===== config.mk =====
export PLATFORM = sky130hd
export DESIGN_NAME = tile_line_fetcher_flat
export DESIGN_NICKNAME = d
export VERILOG_FILES = /design/src/rtl/tile_line_fetcher_if.sv /design/src/rtl/tile_line_fetcher.sv /design/src/flat_wrapper.sv
export SDC_FILE = /design/constraint.sdc
export NUM_CORES = 1
export LEC_CHECK = 0
export ABC_CLOCK_PERIOD_IN_PS = 2000
export CAP_MARGIN = 25
export CELL_PAD_IN_SITES_DETAIL_PLACEMENT = 1
export CELL_PAD_IN_SITES_GLOBAL_PLACEMENT = 1
export CORE_ASPECT_RATIO = 1.25
export CORE_MARGIN = 2
export CORE_UTILIZATION = 35
export CTS_CLUSTER_DIAMETER = 200
export DETAILED_ROUTE_END_ITERATION = 10
export PLACE_DENSITY_LB_ADDON = 0.1
export SYNTH_ARGS = -nofsm -noshare
export SYNTH_HDL_FRONTEND = slang
export SYNTH_SLANG_ARGS = --single-unit

===== constraint.sdc =====
create_clock -name clk -period 2 [get_ports clk]
set_input_delay 0.4 -clock clk [delete_from_list [all_inputs] [get_ports clk]]
set_output_delay 0.4 -clock clk [all_outputs]
set_load 0.02 [all_outputs]

===== src/rtl/tile_line_fetcher_if.sv =====
// SRAM read bus and pixel stream of the tile line fetcher.
// master: the fetcher (drives address/enables and the pixel stream).
// slave:  the SRAM plus pixel FIFO side.
interface tile_line_fetcher_if #(
  parameter int unsigned ADDR_W = 18
) ();

  logic [ADDR_W-1:0] ram_addr;
  logic [15:0]       ram_din;
  logic              ram_ce;
  logic              ram_oe;
  logic              out_valid;
  logic              out_ready;
  logic [7:0]        out_pixel;

  modport master (
    output ram_addr, ram_ce, ram_oe, out_valid, out_pixel,
    input  ram_din, out_ready
  );

  modport slave (
    input  ram_addr, ram_ce, ram_oe, out_valid, out_pixel,
    output ram_din, out_ready
  );

endinterface


===== src/rtl/tile_line_fetcher.sv =====
// Background line fetcher: walks one character-map row per scanline, fetches the
// 4bpp pattern row of each tile and streams {palette, index} pixels downstream.
// Optional macro FLIP_EN enables per-character horizontal/vertical flip
// (char word bits 13/14); without it those bits are ignored.
module tile_line_fetcher #(
  parameter int unsigned       ADDR_W        = 18,
  parameter int unsigned       COLS          = 40,
  parameter int unsigned       MAP_ROW_SHIFT = 6,
  parameter logic [ADDR_W-1:0] MAP_BASE      = '0,
  parameter logic [ADDR_W-1:0] TILE_BASE     = ADDR_W'(18'h10000)
) (
  input  logic                 clk,
  input  logic                 rst_n,
  input  logic                 lineStart,
  input  logic [9:0]           vPos,
  input  logic [9:0]           hScroll,
  output logic                 busy,
  output logic                 lineDone,
  tile_line_fetcher_if.master  bus
);

  // Wide enough for column indices 0..COLS (the extra fine-scroll column).
  localparam int unsigned ColW = $clog2(COLS + 2);

  localparam logic [2:0] StIdle  = 3'd0;
  localparam logic [2:0] StChar  = 3'd1;
  localparam logic [2:0] StWord0 = 3'd2;
  localparam logic [2:0] StWord1 = 3'd3;
  localparam logic [2:0] StEmit  = 3'd4;

  logic [2:0]        state_q, state_d;
  logic [9:0]        vpos_q, vpos_d;
  logic [9:0]        hscroll_q, hscroll_d;
  logic [ColW-1:0]   col_q, col_d;
  logic [3:0]        pal_q, pal_d;
  logic              hflip_q, hflip_d;
  logic [15:0]       word0_q, word0_d;
  logic [15:0]       word1_q, word1_d;
  logic [2:0]        ptr_q, ptr_d;
  logic [2:0]        end_q, end_d;
  logic [ADDR_W-1:0] addr_q, addr_d;
  logic              busy_q, busy_d;
  logic              done_q, done_d;

  logic              din_hflip;
  logic              din_vflip;
  logic              unused_din;

`ifdef FLIP_EN
  assign din_hflip  = bus.ram_din[13];
  assign din_vflip  = bus.ram_din[14];
  assign unused_din = bus.ram_din[15];
`else
  assign din_hflip  = 1'b0;
  assign din_vflip  = 1'b0;
  assign unused_din = ^bus.ram_din[15:13];
`endif

  // Map entry address; column index wraps inside the map row.
  function automatic logic [ADDR_W-1:0] map_addr(input logic [9:0]      vp,
                                                 input logic [9:0]      hs,
                                                 input logic [ColW-1:0] col);
    logic [31:0] csum;
    csum = 32'(hs[9:3]) + 32'(col);
    csum = csum & ((32'd1 << MAP_ROW_SHIFT) - 32'd1);
    return MAP_BASE + (ADDR_W'(vp[9:3]) << MAP_ROW_SHIFT) + ADDR_W'(csum);
  endfunction

  // Word0 address of one pattern row: 16 words per tile, 2 per row.
  function automatic logic [ADDR_W-1:0] tile_addr(input logic [8:0] tile,
                                                  input logic [2:0] row);
    return TILE_BASE + ADDR_W'({tile, 4'b0000}) + ADDR_W'({row, 1'b0});
  endfunction

  logic [2:0]      fine_x;
  logic [ColW-1:0] last_col;
  logic [2:0]      phys_px;
  logic [31:0]     pat_shift;

  assign fine_x   = hscroll_q[2:0];
  // A non-zero fine scroll adds one partial column at the end of the line.
  assign last_col = (fine_x != 3'd0) ? ColW'(COLS) : ColW'(COLS - 1);

  // Pointer is the screen position within the character; hflip mirrors it.
  assign phys_px   = hflip_q ? ~ptr_q : ptr_q;
  assign pat_shift = {word0_q, word1_q} << {phys_px, 2'b00};

  // Outputs come straight from registers; no path from out_ready.
  always_comb begin
    bus.ram_addr  = addr_q;
    bus.ram_ce    = busy_q;
    bus.ram_oe    = busy_q;
    bus.out_valid = (state_q == StEmit);
    bus.out_pixel = (state_q == StEmit) ? {pal_q, pat_shift[31:28]} : 8'h00;
    busy          = busy_q;
    lineDone      = done_q;
  end

  // Fetch sequencing: map entry, two pattern words, then pixel emission.
  always_comb begin
    state_d   = state_q;
    vpos_d    = vpos_q;
    hscroll_d = hscroll_q;
    col_d     = col_q;
    pal_d     = pal_q;
    hflip_d   = hflip_q;
    word0_d   = word0_q;
    word1_d   = word1_q;
    ptr_d     = ptr_q;
    end_d     = end_q;
    addr_d    = addr_q;
    busy_d    = busy_q;
    done_d    = 1'b0;

    case (state_q)
      StIdle: begin
        if (lineStart) begin
          vpos_d    = vPos;
          hscroll_d = hScroll;
          col_d     = '0;
          addr_d    = map_addr(vPos, hScroll, '0);
          busy_d    = 1'b1;
          state_d   = StChar;
        end
      end
      StChar: begin
        pal_d   = bus.ram_din[12:9];
        hflip_d = din_hflip;
        addr_d  = tile_addr(bus.ram_din[8:0], din_vflip ? ~vpos_q[2:0] : vpos_q[2:0]);
        state_d = StWord0;
      end
      StWord0: begin
        word0_d = bus.ram_din;
        addr_d  = addr_q + ADDR_W'(1);
        state_d = StWord1;
      end
      StWord1: begin
        word1_d = bus.ram_din;
        // First column starts at the fine offset; the extra column stops before it.
        ptr_d   = (col_q == '0) ? fine_x : 3'd0;
        end_d   = ((fine_x != 3'd0) && (col_q == ColW'(COLS))) ? fine_x - 3'd1 : 3'd7;
        state_d = StEmit;
      end
      StEmit: begin
        if (bus.out_ready) begin
          if (ptr_q == end_q) begin
            if (col_q != last_col) begin
              col_d   = col_q + ColW'(1);
              addr_d  = map_addr(vpos_q, hscroll_q, col_q + ColW'(1));
              state_d = StChar;
            end else begin
              busy_d  = 1'b0;
              done_d  = 1'b1;
              addr_d  = '0;
              state_d = StIdle;
            end
          end else begin
            ptr_d = ptr_q + 3'd1;
          end
        end
      end
      default: begin
        busy_d  = 1'b0;
        state_d = StIdle;
      end
    endcase
  end

  // State registers; reset aborts any line in progress without lineDone.
  always_ff @(posedge clk or negedge rst_n) begin
    if (!rst_n) begin
      state_q   <= StIdle;
      vpos_q    <= '0;
      hscroll_q <= '0;
      col_q     <= '0;
      pal_q     <= '0;
      hflip_q   <= 1'b0;
      word0_q   <= '0;
      word1_q   <= '0;
      ptr_q     <= '0;
      end_q     <= '0;
      addr_q    <= '0;
      busy_q    <= 1'b0;
      done_q    <= 1'b0;
    end else begin
      state_q   <= state_d;
      vpos_q    <= vpos_d;
      hscroll_q <= hscroll_d;
      col_q     <= col_d;
      pal_q     <= pal_d;
      hflip_q   <= hflip_d;
      word0_q   <= word0_d;
      word1_q   <= word1_d;
      ptr_q     <= ptr_d;
      end_q     <= end_d;
      addr_q    <= addr_d;
      busy_q    <= busy_d;
      done_q    <= done_d;
    end
  end

endmodule

===== src/flat_wrapper.sv =====
// flat-port wrapper written by rule: the top's interface ports become plain ports
module tile_line_fetcher_flat 
#(
  parameter int unsigned       ADDR_W        = 18,
  parameter int unsigned       COLS          = 40,
  parameter int unsigned       MAP_ROW_SHIFT = 6,
  parameter logic [ADDR_W-1:0] MAP_BASE      = '0,
  parameter logic [ADDR_W-1:0] TILE_BASE     = ADDR_W'(18'h10000)
)
  (clk, rst_n, lineStart, vPos, hScroll, busy, lineDone, bus_ram_addr, bus_ram_ce, bus_ram_oe, bus_out_valid, bus_out_pixel, bus_ram_din, bus_out_ready);
  tile_line_fetcher_if #(.ADDR_W(ADDR_W)) bus_i ();
  input  logic clk;
  input  logic rst_n;
  input  logic lineStart;
  input  logic [9:0] vPos;
  input  logic [9:0] hScroll;
  output logic busy;
  output logic lineDone;
  output wire logic [$bits(bus_i.ram_addr)-1:0] bus_ram_addr;
  output wire logic [$bits(bus_i.ram_ce)-1:0] bus_ram_ce;
  output wire logic [$bits(bus_i.ram_oe)-1:0] bus_ram_oe;
  output wire logic [$bits(bus_i.out_valid)-1:0] bus_out_valid;
  output wire logic [$bits(bus_i.out_pixel)-1:0] bus_out_pixel;
  input wire logic [$bits(bus_i.ram_din)-1:0] bus_ram_din;
  input wire logic [$bits(bus_i.out_ready)-1:0] bus_out_ready;
  assign bus_ram_addr = bus_i.ram_addr;
  assign bus_ram_ce = bus_i.ram_ce;
  assign bus_ram_oe = bus_i.ram_oe;
  assign bus_out_valid = bus_i.out_valid;
  assign bus_out_pixel = bus_i.out_pixel;
  assign bus_i.ram_din = bus_ram_din;
  assign bus_i.out_ready = bus_out_ready;
  tile_line_fetcher #(.ADDR_W(ADDR_W), .COLS(COLS), .MAP_ROW_SHIFT(MAP_ROW_SHIFT), .MAP_BASE(MAP_BASE), .TILE_BASE(TILE_BASE)) u_core (.clk(clk), .rst_n(rst_n), .lineStart(lineStart), .vPos(vPos), .hScroll(hScroll), .busy(busy), .lineDone(lineDone), .bus(bus_i));
endmodule

* Word level (Yosys, flattened, before mapping) *
Cells that the tools add are included.
Widths: inputs -> output; s select.

storage, ports and cells
  input port bits = 40
  flip-flop bits (word level) = 90
  output and inout bits = 31
  word-level logic and storage cells = 81

operators by class
  eq/ne operators = 13
  bitwise gates (word level) = 1
  add/subtract/negate cells = 9
  reductions and logical operators = 14
  shift-type cells = 1
  multiplexer cells = 31

operator list
  operator                count
  $mux 18                 4
  $pmux 18 s4             1
  $shl 32x5->32           1
  $add 13x6->14           2
  $mux 6                  4
  $mux 3                  7
  $add 17x13->18 const A  1
  $add 18x1->18 const B   1
  $add 18x4->18           1
  $pmux 3 s5              1
  $pmux 6 s2              1
  $reduce_and 5->1        2
  $mux 1                  9
  $mux 8                  1
  $add 6x1->6 const B     1
  $add 6x6->6             1
  $eq 3x2->1 const B      2
  $eq 6x6->1 const B      1
  $logic_not 6->1         1
  $ne 2x1->1 const B      3
  $ne 2x2->1 const B      3
  $ne 6x6->1              1
  $pmux 3 s2              1
  $reduce_and 3->1        2
  16 further kinds        17

* Logic depth before layout (Yosys ltp) *
Gate-level depths: netlist of run 1.

  depth after elaboration = 7
  gate-level depth with buffers = 9

* Worst setup path after synthesis of run 1 *
Ideal clock, no wire load.

  kind = reg2reg
  start point = register u_core.col_q[0]
  end point = register u_core.addr_q[4], in the netlist u_core.bus.ram_addr[4]
  stages on the path, launching flop included = 9
  arrival time = 1.926 ns
  path buffers = 0
  period minus slack after synthesis = 2.021 ns
  slack = -0.021 ns
  data required time = 1.905 ns
  library setup time = 0.095 ns
  cells stage by stage = dfrtp_1 -> inv_1 -> ha_1 -> fa_1 -> a21o_1 -> a21oi_1 -> xnor2_1 -> a21oi_1 -> o31ai_1

between the ends
  longest elaborated chain between the ends = 7
  elaborated cells on any way between the ends = 8
  those cells by class = 3 x add/sub; 1 x eq/ne; 4 x mux

RTL lines
  element                 line                      source
  from (decl)             tile_line_fetcher.sv:34   logic [ColW-1:0] col_q, col_d;
  from (signal assigned)  tile_line_fetcher.sv:189  col_q <= col_d;
  $add 6x1->6             tile_line_fetcher.sv:149  addr_d = map_addr(vpos_q, hscroll_q, col_q + ColW'(1));
  $add 6x6->6             tile_line_fetcher.sv:64   csum = 32'(hs[9:3]) + 32'(col);
  $add 13x6->14           tile_line_fetcher.sv:66   return MAP_BASE + (ADDR_W'(vp[9:3]) << MAP_ROW_SHIFT) + ADDR_W'(csum);
  $mux 18 (*)             tile_line_fetcher.sv:147  if (col_q != last_col) begin
  $mux 18 (*)             tile_line_fetcher.sv:146  if (ptr_q == end_q) begin
  $mux 18 (*)             tile_line_fetcher.sv:145  if (bus.out_ready) begin
  $pmux 18 s4 (*)         tile_line_fetcher.sv:115  case (state_q)
  to (signal assigned)    tile_line_fetcher.sv:196  addr_q <= addr_d;
  to (decl)               tile_line_fetcher.sv:41   logic [ADDR_W-1:0] addr_q, addr_d;

Every way passes the cells marked *; elsewhere a longest branch is shown, timed or not. The select of a mux whose other input is x is not followed.
A chain may end at the register's enable or synchronous reset.

* Final worst setup path of run 1 *
  start point = register u_core.ptr_q[0]
  end point = output port bus_out_pixel[1]

between the ends
  longest elaborated chain between the ends = 2

RTL lines
  element                 line                      source
  from (decl)             tile_line_fetcher.sv:39   logic [2:0] ptr_q, ptr_d;
  from (signal assigned)  tile_line_fetcher.sv:194  ptr_q <= ptr_d;
  $shl 32x5->32           tile_line_fetcher.sv:86   assign pat_shift = {word0_q, word1_q} << {phys_px, 2'b00};
  $mux 8                  tile_line_fetcher.sv:94   bus.out_pixel = (state_q == StEmit) ? {pal_q, pat_shift[31:28]} : 8'h00;
  to (decl)               flat_wrapper.sv:23        output wire logic [$bits(bus_i.out_pixel)-1:0] bus_out_pixel;

Every way passes these cells.

==> out/results.tsv, run 1 <==
metric	value	unit
grt_pass1_vias	4968	
hold_violations	0	
routabilityCongestion	0.805	
cts_max_path_buffers	2	
crit_chain	buf_6, mux4_2, mux2i_1, nor2_1, buf_2	
placed_area	6370	um2
clkLatencyLatePin	0.35	ns
ys_seq_elements	90	
cap_viol_max_count	0	
async_flop_share	100	%
die_h	139	um
die_x	112	um
finalCritPeriodShare	108	%
p_leak	0.00306	uW
crit_end	bus_out_pixel[1]	
drt_first_pass_iters	4	
critical_path_required	1.60	ns
yosys.area.top_type	dfrtp_1	
post-synth-top-area-fraction	44.1	%
viasPerCell	5.47	
netSwitchingFraction	42.1	%
drt-wirelength-per-cell	20.1	um
synthMuxAreaShare	9.16	%
diodes	0	
synth_most_common_cell	nand2_1	
crit_path_end_kind	output pin	
synthesis.area	5110	um2
violations	negative setup slack	
cts_tree	yes	
synth_top_family_by_area	simple AND/OR/NAND/NOR gates	
holdWs	0.471	ns
critPathSlowestCell	mux4_2	
die_area	15600	um2
worstPathArrival	1.77	ns
cts_buffers	9	
clockPowerShare	14.9	%
setup_violations	4	
syn_avg_cell_area	9.43	um2
clock_skew	0.0123	ns
crit_buf_inv	2	
cts_max_level	3	
grt_max_degree	41	
cts_root_buf	clkbuf_16	
rr_startpoint	u_core.hscroll_q[0]	
start_util	35.6	%
r2r_cells	9	
synth_fa_ha_area_share	3.09	%
slew_viol_final	0	
crit_fanout	5	
power.internal	6390	uW
max_freq	462	MHz
final_antenna_net_count	0	
ys.flop_type	dfrtp_1	
antenna_found_initial	0	
netlist-cell-type-count	69	
grt_util_all_layers	21.7	%
syn_inst	542	
power_switching	4650	uW
route.detailed.drc	0	
dpl.hpwl	12.2	mm
ir_drop	731	uV
pwr-share-seq	30.4	%
layout-area-overhead-vs-synth	37.1	%
timing.rr.end	u_core.bus.ram_addr[9]	
path_clk_slew	0.07	ns
fin_ws	-0.166	ns
rsz0062_at_grt	yes	
drive_above_1_share	27.9	%
synth_xor_area_share	2.57	%
totalWireLength	16.9	mm
synth_common_cells	nand2_1 (125), dfrtp_1 (90), nor2_1 (31), mux2_2 (22)	
synth_edf_count	0	
design_area	7010	um2
synth_simple_gate_area_share	21.7	%
vias	4607	
ys_seq_area_share	44.1	%
crit_family	multiplexers	
p_per_area	1580	nW/um2
cpPeakStageDelay	0.49	ns
synth_compound_area_share	14.8	%
min_period	2.17	ns
worstSetupStartpointType	flop	
crit_start	u_core.ptr_q[0]	
ys_warn_count	0	
grt_pass1_wl	26.8	mm
clkSinkCount	90	
maxSlewHeadroom	69.5	%
crit_type	flop to output pin	
overflow	0	
cp.depth	5	
io_pins	71	
min_path_type	primary input to async pin	
status	complete, but fails checks	
port_buffers	69	
combinationalPowerShare	54.7	%
tightest_slew	0.453	ns
rows	49	
reg2reg_slack	0	ns
nets	711	
drtIter0Drc	242	
synthTopCellsByArea	dfrtp_1 (44%), nand2_1 (9.2%), mux2_2 (4.8%)	
coreArea	14300	um2
synth_fp_nets	594	
pre_cts_slack	-0.187	ns
cell usage in the layout, fill, tap and decap left out, types with 5 or more instances in the layout:
cell,n
nand2_1,125
dfrtp_1,84
buf_4,65
clkdlybuf4s50_1,59
nor2_1,30
mux2_2,22
o21ai_0,18
a21oi_1,17
nor3_1,12
o21ai_1,11
clkbuf_16,10
nand4_1,9
inv_1,8
mux4_2,8
o21ai_2,8
ha_4,8
and3_1,7
nand3_1,7
xnor2_1,7
a31oi_1,6
a211oi_1,6
dfrtp_2,6
inv_2,5
stage by stage:
step / total power (uW) / setup TNS [ns] / instances / util, %
2_1_floorplan: 6720 / 0 / 542 / -
3_3_place_gp: 8760 / -0.800 / 818 / 44.4
3_5_place_dp: 8940 / -1.50 / 818 / 44.4
4_1_cts: 10800 / -0.672 / 836 / 47.3
5_1_grt: 11800 / -1.48 / 842 / 48.8
6_report: 11000 / -0.567 / 842 / 48.8
registers in the layout, summed over array words and instances (netlist names):
signal	cells
u_core.bus.ram_addr	18
u_core.word0_q	16
u_core.word1_q	16
u_core.vpos_q	10
u_core.hscroll_q	9
u_core.col_q	6
u_core.pal_q	4
u_core.end_q	3
u_core.ptr_q	3
u_core.state_q	3
u_core.bus.ram_ce	1
u_core.lineDone	1
worst min-delay path by stage:
stage	cells past startpoint	endpoint
6_report	2	u_core.bus.ram_addr[14]
5_1_grt	2	u_core.state_q[0]
4_1_cts	2	u_core.state_q[1]
3_5_place_dp	1	u_core.bus.ram_addr[14]
3_3_place_gp	1	u_core.bus.ram_addr[14]
2_1_floorplan	0	u_core.bus.ram_addr[0]
worst reg2reg max path, cell delays in order, from the launching register on:
cell and delay, ns:
dfrtp_1 0.39, inv_2 0.08, ha_4 0.13, ha_4 0.13, and4bb_2 0.26, a22o_4 0.25, nor2_4 0.17, buf_12 0.15
a2bb2oi_1 0.07, o31ai_1 0.26
logic make-up after synthesis:
logic type	Yosys count
adders and majority gates	12
xor gates and xnor gates	15
and+or+nand+nor	232
buffers and inverters	48
DFF	90
AOI/OAI and AO/OA	111
muxes	34
routing by layer:
metal,share of wire (%),track usage [%],vias up,wire [um]
met5,0,0,-,0
met4,2.7,6.68,0,451
met3,2.9,3.41,27,487
met2,52,38.5,87,8830
met1,42,27.3,2334,7120
li1,-,-,2159,-
final cells by class:
| class | instances | area, um2 |
|---|---|---|
| tap | 178 | 223 |
| clock buffer | 12 | 256 |
| sequential | 90 | 2260 |
| timing repair buffer | 141 | 1300 |
| multi-input combinational | 404 | 2890 |
| fill | 1627 | 7340 |
| inverter | 13 | 48.8 |
| clock inverter | 4 | 26.3 |
what timing repair did:
| action | in CTS | in global routing |
|---|---|---|
| resized for setup | 53 | 32 |
| pin swaps | 13 | 25 |
| cloned | 0 | 1 |
| setup buffers | 1 | 5 |
| hold buffers | 1 | 0 |
| endpoints found under the setup margin | 25 | 27 |
| hold endpoints to repair | 19 | 0 |
power by group through the flow:
stage / sequential, uW / combinational [uW] / clock, uW
2_1_floorplan: 3240 / 3470 / 0
3_3_place_gp: 3300 / 5460 / 0
3_5_place_dp: 3330 / 5610 / 0
4_1_cts: 3340 / 5730 / 1680
5_1_grt: 3450 / 6620 / 1760
6_report: 3360 / 6040 / 1650
(Power assumes the default switching activity.)
==> run 2, diff against run 1 <==
--- a/config.mk
+++ b/config.mk
@@ -5,7 +5,7 @@
 export SDC_FILE = /design/constraint.sdc
 export NUM_CORES = 1
 export LEC_CHECK = 0
-export ABC_CLOCK_PERIOD_IN_PS = 2000
+export ABC_CLOCK_PERIOD_IN_PS = 2500
 export CAP_MARGIN = 25
 export CELL_PAD_IN_SITES_DETAIL_PLACEMENT = 1
 export CELL_PAD_IN_SITES_GLOBAL_PLACEMENT = 1
==> constraint.sdc (replaced) <==
create_clock -name clk -period 2.5 [get_ports clk]
set_input_delay 0.5 -clock clk [delete_from_list [all_inputs] [get_ports clk]]
set_output_delay 0.5 -clock clk [all_outputs]
set_load 0.02 [all_outputs]
==> run 2 against run 1 <==
The flow now finishes without violations. Hold slack got worse by 0.42 ns. Largest cell class unchanged. First-iteration DRC count fell by 24%. Design area shrank 8.0%. Global-route usage shrank 0.20 points.
==> out/results.tsv, run 2 (synthesized netlist as in run 1, its figures left out) <==
metric	value	unit
hold_violations	0	
grt_pass1_vias	4842	
cts_root_buf	clkbuf_16	
tightest_slew	0.548	ns
port_buffers	69	
drt_first_pass_iters	4	
grt_max_degree	50	
timing.rr.end	u_core.bus.ram_addr[4]	
r2r_cells	8	
grt_use_met1	27.5	%
nets	671	
pre_cts_slack	0.0152	ns
setup_violations	0	
use_met3	2.49	%
dp.cells	784	
grt_util_all_layers	21.5	%
grt_pass1_wl	26.3	mm
start_util	35.6	%
worstSetupStartpointType	flop	
clock_skew	0.00693	ns
clkSinkCount	90	
route.detailed.drc	0	
p_per_area	1320	nW/um2
postCtsHoldBufs	0	
min_path_type	primary input to async pin	
largest_reg_flops	18	
cts_max_level	3	
drive_above_1_share	17.3	%
slew_viol_final	0	
p_leak	0.00285	uW
rr_startpoint	u_core.col_q[0]	
rows	49	
final_antenna_net_count	0	
path_clk_slew	0.06	ns
totalWireLength	16.0	mm
crit_type	flop to output pin	
cpPeakStageDelay	0.52	ns
worstPathArrival	1.91	ns
min_period	2.41	ns
diodes	0	
status	finished, final reports clean	
max_freq	415	MHz
utilization	44.9	%
cap_viol_max_count	0	
final_cells	802	
ir_drop	525	uV
crit_fanout	6	
maxSlewHeadroom	63.2	%
fin_setup_tns	0	ns
rsz0062_at_grt	no	
coreArea	14300	um2
mostFrequentLayoutCells	nand2_1 (125), dfrtp_1 (88), clkdlybuf4s50_1 (64)	
viasPerCell	5.55	
cts_max_path_buffers	2	
layout-area-overhead-vs-synth	26.2	%
globalRouteMet2Util	37.6	%
critPathSlowestCell	mux4_2	
die_area	15600	um2
fin_ws	0.0913	ns
cts_buffers	9	
drt-wirelength-per-cell	20.0	um
crit_path_end_kind	output pin	
dpl.hpwl	11.8	mm
crit_chain	mux4_2, mux2i_1, nor2_1, dlygate4sd2_1	
antenna_found_initial	0	
vias	4453	
io_pins	71	
drtIter0Drc	183	
reg2reg_slack	0.19	ns
p_total	8520	uW
overflow	0	
grt_busiest_layer	met2	
cts_tree	yes	
clkLatencyLatePin	0.35	ns
layout_commonest_cell	nand2_1	
critical_path_required	2.00	ns
die_x	112	um
routabilityCongestion	0.780	
finalCritPeriodShare	96.3	%
die_h	139	um
-- run 2: changes by cell type in the layout (fill, tap and decap cells not counted), moves of 4 or more --
cell | before | now
buf_4 | 65 | 31
inv_2 | 5 | 1
dfrtp_1 | 84 | 88
inv_1 | 8 | 12
dfrtp_2 | 6 | 2
clkdlybuf4s50_1 | 59 | 64
buf_6 | 4 | 0
ha_1 | 3 | 11
ha_4 | 8 | 0
-- run 2: stage by stage --
| step | hold slack (ns) | area, um2 |
|---|---|---|
| after floorplan | 0.204 | 5110 |
| final | 0.0498 | 6450 |
| after global placement | 0.421 | 6080 |
| after CTS | 0.0541 | 6440 |
| after detailed placement | 0.430 | 6080 |
| after global routing | 0.0627 | 6450 |
-- run 2: report_power, final --
part	internal [uW]	leakage, uW	switching, uW
registers	2100	0.00110	597
logic	1910	0.00158	2290
clock network	1030	0.000169	598
total	5040	0.00285	3480
-- run 2: layer usage --
metal  vias to the layer above  routed length [um]
met5                         -                   0
met4                         0                 380
met3                        24                 437
met2                        88                8230
met1                      2266                6970
li1                       2075                   -
-- run 2: timing repair --
item,in CTS,in global routing
resized for setup,9,5
setup endpoints to repair,8,3
setup buffers,1,1
-- run 2: cell type report --
type	count	area (um2)
clock inverter	4	97.6
timing repair buffer	101	942
multi-input combinational	404	2620
sequential	90	2250
fill	1646	7900
tap	178	223
inverter	13	48.8
clock buffer	12	256
-- run 2: worst max-delay path: cells and delay by family, from the launching register on --
family | cells | cell delay (ns)
buf+inv | 1 | 0.32
flops | 1 | 0.44
mux | 2 | 0.75
simple gates | 1 | 0.06
-- run 2: how the worst max path moves through the flow --
stage	slack (ns)	depth (start not counted)	to	from
after floorplan	0.48	8	u_core.bus.ram_addr[4]	u_core.col_q[0]
after global placement	0.03	5	bus_out_pixel[2]	u_core.ptr_q[0]
after detailed placement	0.02	5	bus_out_pixel[2]	u_core.ptr_q[0]
after CTS	0.03	5	bus_out_pixel[1]	u_core.ptr_q[0]
after global routing	0.007	4	bus_out_pixel[7]	u_core.state_q[0]
final	0.09	4	bus_out_pixel[0]	u_core.ptr_q[0]
